### src/rtl/password_lockout_ctrl.sv
// Supervises the switch-password checker: arms it, counts consecutive failures,
// times the unlock window and the lockout, and clears the checker once switches are idle.
module password_lockout_ctrl #(
  parameter int MAX_FAILS = 3,
  parameter int LOCK_TIME = 30,
  parameter int OPEN_TIME = 5,
  parameter int CNT_W     = 8,
  parameter int FAIL_W    = 2
) (
  input  logic              clk,
  input  logic              rst,
  input  logic              tick,
  input  logic              attempt_ok,
  input  logic              attempt_err,
  input  logic              sw_idle,
  output logic              chk_en,
  output logic              chk_clr,
  output logic              unlock,
  output logic              locked,
  output logic              alarm,
  output logic [FAIL_W-1:0] fail_cnt,
  output logic [CNT_W-1:0]  time_remain
);

  typedef enum logic [1:0] {
    ARMED    = 2'd0,
    OPEN     = 2'd1,
    LOCKOUT  = 2'd2,
    WAIT_CLR = 2'd3
  } state_t;

  localparam logic [FAIL_W-1:0] FAIL_LIMIT = FAIL_W'(MAX_FAILS);
  localparam logic [CNT_W-1:0]  LOCK_INIT  = CNT_W'(LOCK_TIME);
  localparam logic [CNT_W-1:0]  OPEN_INIT  = CNT_W'(OPEN_TIME);

  state_t            state, state_nxt;
  logic [FAIL_W-1:0] fail_nxt;
  logic [FAIL_W-1:0] fail_inc;
  logic [CNT_W-1:0]  time_nxt;
  logic              alarm_nxt;
  logic              clr_nxt;

  assign fail_inc = fail_cnt + 1'b1;

  always_ff @(posedge clk) begin
    if (rst) begin
      state       <= ARMED;
      chk_en      <= 1'b1;
      chk_clr     <= 1'b0;
      unlock      <= 1'b0;
      locked      <= 1'b0;
      alarm       <= 1'b0;
      fail_cnt    <= '0;
      time_remain <= '0;
    end else begin
      state       <= state_nxt;
      chk_en      <= (state_nxt == ARMED);
      chk_clr     <= clr_nxt;
      unlock      <= (state_nxt == OPEN);
      locked      <= (state_nxt == LOCKOUT);
      alarm       <= alarm_nxt;
      fail_cnt    <= fail_nxt;
      time_remain <= time_nxt;
    end
  end

  always_comb begin
    state_nxt = state;
    fail_nxt  = fail_cnt;
    time_nxt  = time_remain;
    alarm_nxt = alarm;
    clr_nxt   = 1'b0;
    case (state)
      ARMED: begin
        // A simultaneous ok+err is scored as a failure.
        if (attempt_err) begin
          fail_nxt = fail_inc;
          if (fail_inc == FAIL_LIMIT) begin
            state_nxt = LOCKOUT;
            time_nxt  = LOCK_INIT;
            alarm_nxt = 1'b1;
          end else begin
            state_nxt = WAIT_CLR;
          end
        end else if (attempt_ok) begin
          fail_nxt  = '0;
          state_nxt = OPEN;
          time_nxt  = OPEN_INIT;
        end
      end
      OPEN: begin
        if (tick) begin
          if (time_remain <= CNT_W'(1)) begin
            time_nxt  = '0;
            state_nxt = WAIT_CLR;
          end else begin
            time_nxt = time_remain - 1'b1;
          end
        end
      end
      LOCKOUT: begin
        if (tick) begin
          if (time_remain <= CNT_W'(1)) begin
            time_nxt  = '0;
            alarm_nxt = 1'b0;
            fail_nxt  = '0;
            state_nxt = WAIT_CLR;
          end else begin
            time_nxt = time_remain - 1'b1;
          end
        end
      end
      WAIT_CLR: begin
        if (sw_idle) begin
          state_nxt = ARMED;
          clr_nxt   = 1'b1;
        end
      end
      default: begin
        state_nxt = ARMED;
        fail_nxt  = '0;
        time_nxt  = '0;
        alarm_nxt = 1'b0;
      end
    endcase
  end

endmodule

### config.mk
export PLATFORM = sky130hd
export DESIGN_NAME = password_lockout_ctrl
export DESIGN_NICKNAME = d
export VERILOG_FILES = /design/src/rtl/password_lockout_ctrl.sv
export SDC_FILE = /design/constraint.sdc
export NUM_CORES = 1
export LEC_CHECK = 0
export ABC_AREA = 1
export ABC_CLOCK_PERIOD_IN_PS = 1800
export CAP_MARGIN = 20
export CORE_MARGIN = 3
export CORE_UTILIZATION = 27
export CTS_CLUSTER_DIAMETER = 200
export CTS_CLUSTER_SIZE = 30
export DETAILED_ROUTE_END_ITERATION = 8
export PLACE_DENSITY_LB_ADDON = 0.08
export SLEW_MARGIN = 25
export SYNTH_ARGS = -nofsm -noshare
export SYNTH_HDL_FRONTEND = slang
export SYNTH_SLANG_ARGS = --single-unit
### constraint.sdc
create_clock -name clk -period 1.8 [get_ports clk]
set_input_delay 0.36 -clock clk [delete_from_list [all_inputs] [get_ports clk]]
set_output_delay 0.36 -clock clk [all_outputs]
set_load 0.005 [all_outputs]
After elaboration in Yosys (flattened, before gate mapping)
Cells that the tools add are included.

$add $sub $neg: 2. Bitwise logic cells: 1. Equality and inequality tests: 13. Mux-type cells: 24. Reduce and logical (&&, ||, !) cells: 9. $lt $le $gt $ge: 1.

Operators with widths (count): 2-to-1 mux 8 bit (5); 2-to-1 mux 2 bit (9); one-hot mux 8 bit (2 select lines) (1); equality test 2 bit, second input constant (4); less-or-equal comparator 8 x 1 -> 1 bit, second input constant (1); inequality test 2 bit, second input constant (4); AND reduction 4 bit (2); subtractor 8 x 1 -> 8 bit, second input constant (1); 2-to-1 mux 1 bit (6); inequality test 3 bit, second input constant (2); one-hot mux 2 bit (3 select lines) (1); AND reduction 5 bit (1); equality test 2 x 1 -> 1 bit, second input constant (2); zero test 2 bit (2); one-hot mux 2 bit (2 select lines) (1); nonzero test 2 bit (2); OR reduction 2 bit (2); adder 2 x 1 -> 2 bit, second input constant (1); inequality test 2 x 1 -> 1 bit, second input constant (1); one-hot mux 1 bit (2 select lines) (1); inverter 1 bit (1).

Bits in registers: 17. Input bits: 6. Output and inout port bits: 15.

Longest topological paths before layout
Depth after elaboration: 6. Gate-level depth with buffers: 10. Gate-level depth less buffers: 10.

Worst setup path after synthesis
Ideal clock, no wire load.

Kind: reg2reg. From: register state[0]. To: register time_remain[1]. Data arrival time: 1363 ps. Clock period less this slack: 1493 ps. Stages on the path, launching flop included: 9. Setup slack: 307 ps. Path through: dfxtp_1 inv_1 ha_1 o21ai_2 nand3_4 inv_4 nand2_1 nand2_1 a21oi_1.

Word-level cells in the longest chain between the ends: 4. Elaborated cells between the ends (all ways): 10.

RTL lines: from (decl) (RTL line 36) `state_t state, state_nxt;`; from (signal assigned) (RTL line 56) `state <= state_nxt;`; equality test 2 bit or equality test 2 x 1 -> 1 bit (tied branches) (RTL line 73) `case (state)`; OR reduction 2 bit (no source line); inequality test 2 x 1 -> 1 bit (no source line) or nonzero test 2 bit (tied branches); AND reduction 4 bit (no source line); to (signal assigned) (RTL line 63) `time_remain <= time_nxt;`; to (decl) (RTL line 22) `output logic [CNT_W-1:0] time_remain`.

Several ways; a longest one is shown, not always the timed one. A chain may end at the register's enable or synchronous reset.

Worst setup path in the final report
From: register state[0]. To: register time_remain[3].

The elaborated chain is that of the path after synthesis.

==> summary.txt <==
Logic synthesis
  – Net count after synthesis: ~160
  – Seq/Total Area, Yosys: 0.342
  – Post-synth top area share: 0.342
  – FF+latch count, synth: 17
  – Synth Area in Simple Gates: 0.332
  – Most frequent cells after synthesis: 36 x nand2_1, 24 x inv_1, 19 x nor2_1
  – Xor/xnor share of the synthesized area: 0.0264
  – Synth top area cells: dfxtp_1 34%, nand2_1 14%, inv_1 9.1%, ha_1 7.5%, nor2_1 7.2%
  – Largest family of logic cells by synthesized area: simple AND/OR/NAND/NOR gates
  – Post-synth EDFFs: 0
  – Ys Warns: 0
  – Most common cell in the synthesized netlist: nand2_1
  – Post-synth top area cell: dfxtp_1
  – Cell Area, Synth: around 990 um^2
  – Main synth FF type: dfxtp_1
  – Ys async rst share: 0
  – Synthesized area per cell: 6.63 um^2
  – Mux share of post-synthesis cell area: 0
  – Yosys cell types: 22
  – Synth Area in Compound Gates: 0.119
  – Adder-cell share of the synthesized area: 0.0755
  – Cells after Synth: 150

Final layout
  – Fraction of layout cells with a size suffix above 1: 0.0791
  – Post-layout nets: 190
  – N_diodes: 0
  – Layout area overhead: 33.5%

Critical path
  – CP Launch Type: flip-flop
  – Most used cell, CP: nand2_1
  – Critical path's slowest cell: ha_1
  – Worst R2R Setup Slack: roughly 0.18 ns
  – R2R cell count: 9
  – Crit-path leading delay family: simple AND/OR/NAND/NOR gates
  – Sequence of cells on the critical path: inv_1 -> ha_1 -> nand2_1 -> o21ai_2 -> nand3_4 -> inv_4 -> nand2_1 -> nand2_1 -> a21oi_1
  – Max stage delay on crit path: just under 0.4 ns
  – Start of the worst register-to-register path: state[0]
  – CP Max Fanout: 10
  – Crit Path Class: reg -> reg
  – CP bufs+invs: 2
  – RR Endpoint: time_remain[3]
  – Worst EP arrival: about 1.8 ns
  – Worst Path Required: around 2.0 ns
  – Crit end category: flip-flop

GRT
  – Vias in the first global route: 990
  – First-pass GRT wire length: roughly 4300 um
  – Initial antenna violation count: 0
  – Global route overflow: 0
  – Largest net degree at the start of global routing: 11
  – Global router's overall resource usage: 0.125

Timing
  – Fin crit period: about 1.6 ns
  – Slew Limit Headroom: 0.762
  – Slew @ Worst Pin: between 0.3 and 0.4 ns
  – F_max: 0.618 GHz
  – Fin worst setup slack: 0.182 ns
  – Worst clock skew: between 0.004 and 0.005 ns
  – Setup TNS: 0 ns
  – Final Setup Violations: 0
  – Fin. Hold Viols: 0
  – RSZ-0062 raised after global routing: no
  – Hold WS: between 0.4 and 0.5 ns
  – Fin crit share: 0.899
  – Final Max Tran Viols: 0

Placement
  – Place WS: 0.00348 ns
  – Gpl congestion: ~0.8
  – Port buffer count: 20
  – HPWL Detailed: 1820 um

Route
  – Wire per inst: a little over 10 um
  – Router iterations before antenna repair: 4
  – Residual DRC count: 0
  – Met2 WL: 1080 um
  – Routed via count: between 1000 and 1500
  – Vias/cell: between 4 and 5
  – Drt total wl: about 2300 um
  – Metal-1 WL: between 1000 and 1500 um
  – Antenna-violating nets left: 0
  – Top Layer Used: met4
  – Detail Route met3 WL: 113 um
  – DR iter-0 viols: 63

CTS
  – CTS clk-pin slew, worst paths: around 0.07 ns
  – CTS Root Cell: clkbuf_8
  – Htree depth: 1
  – CTS tree: yes
  – Num CTS Buffers: 3
  – Maximum buffer depth of the clock tree: 2
  – Cts hold-fix bufs: 0
  – Clock sinks: 17
  – Clk_lat worst skew: 0.25 ns

Worst hold path
  – Hold depth: 2
  – Worst hold path class: reg -> reg
  – Min-delay src: alarm
  – WHS Endpoint: alarm

Run
  – Max-cap viol count: 0

Floorplan
  – Initial Util: 0.289
  – Die width: around 67 um
  – Core Box Area: around 3400 um^2
  – DIE HEIGHT: between 60 and 70 um
  – Die area: ~4400 um^2
  – Placement Rows: 21
  – # IOs: 21

Pwr
  – PD cells: 2060 nW/um^2
  – Total power: 0.00273 W
  – Peak VDD IR: a little over 0.8 mV
  – P_leak: between 0.6 and 0.7 nW

Status
  – Status: complete, no violations
power by group:
part           switching (W)  internal [W]
Combinational        0.00101      0.000767
Sequential          0.000114      0.000544
Clock               0.000141      0.000154
Total                0.00127       0.00146
per-layer routing:
metal | vias to the layer above | global-route usage
li1 | 527 | -
met1 | 460 | 0.153
met2 | 18 | 0.212
met3 | 2 | 0.0388
met4 | 0 | 0.0305
met5 | - | 0
metrics by stage:
stage	instance area, um^2	utilization	cells
after floorplan	995	-	150
final	1330	0.386	223
after global placement	1280	0.372	219
after global routing	1330	0.386	223
after CTS	1330	0.385	223
after detailed placement	1280	0.372	219
worst min-delay path: stages (launching register included):
cell and delay [ns]:
dfxtp_1 0.33, a21oi_1 0.04, nor2_1 0.08
area by class of cell:
cell class | count | area (um^2)
Inverter | 26 | 100
Clock inverter | 1 | 5.00
Timing Repair Buffer | 24 | 230
Tap cell | 46 | 57.6
Multi-Input combinational cell | 106 | 553
Fill cell | 374 | 2110
Sequential cell | 17 | 340
Clock buffer | 3 | 41.3
cells in the final DEF, fill, tap and decap left out, drive strengths merged, types with 2 or more instances in the layout:
| master | netlist | layout |
|---|---|---|
| dfxtp | 17 | 17 |
| clkbuf | 1 | 3 |
| nand3 | 15 | 15 |
| ha | 6 | 6 |
| nand2 | 36 | 36 |
| xor2 | 2 | 2 |
| a21oi | 11 | 11 |
| nor3 | 2 | 2 |
| buf | 0 | 4 |
| inv | 26 | 26 |
| nor2 | 19 | 19 |
| clkdlybuf4s50 | 0 | 20 |
| nand3b | 2 | 2 |
| o21ai | 9 | 9 |
how the worst max path moves through the flow:
stage / start / slack [ns] / cells after the start / to
2_1_floorplan: state[0] / 0.31 / 8 / time_remain[1]
3_3_place_gp: attempt_err / 0.04 / 8 / time_remain[4]
3_5_place_dp: attempt_err / 0.003 / 8 / unlock
4_1_cts: time_remain[0] / 0.14 / 7 / time_remain[5]
5_1_grt: state[0] / 0.01 / 7 / time_remain[6]
6_report: state[0] / 0.18 / 9 / time_remain[3]
sequential cells by signal, indices dropped and copies added, names as in the netlist:
signal and flops:
alarm 1, chk_clr 1, chk_en 1, fail_cnt 2, locked 1, state 2, time_remain 8, unlock 1
repair_timing:
action / in CTS / in global routing
resized for setup: 0 / 1
endpoints found under the setup margin: 0 / 4
buffers inserted: 0 / 0
hold endpoints to repair: 0 / 0
logic make-up after synthesis:
logic type,after synthesis
compound gates,22
simple gates,75
xor+xnor,3
buf+inv,27
flops,17
fa+ha+maj,6
Power figures use the tool's default switching activity.
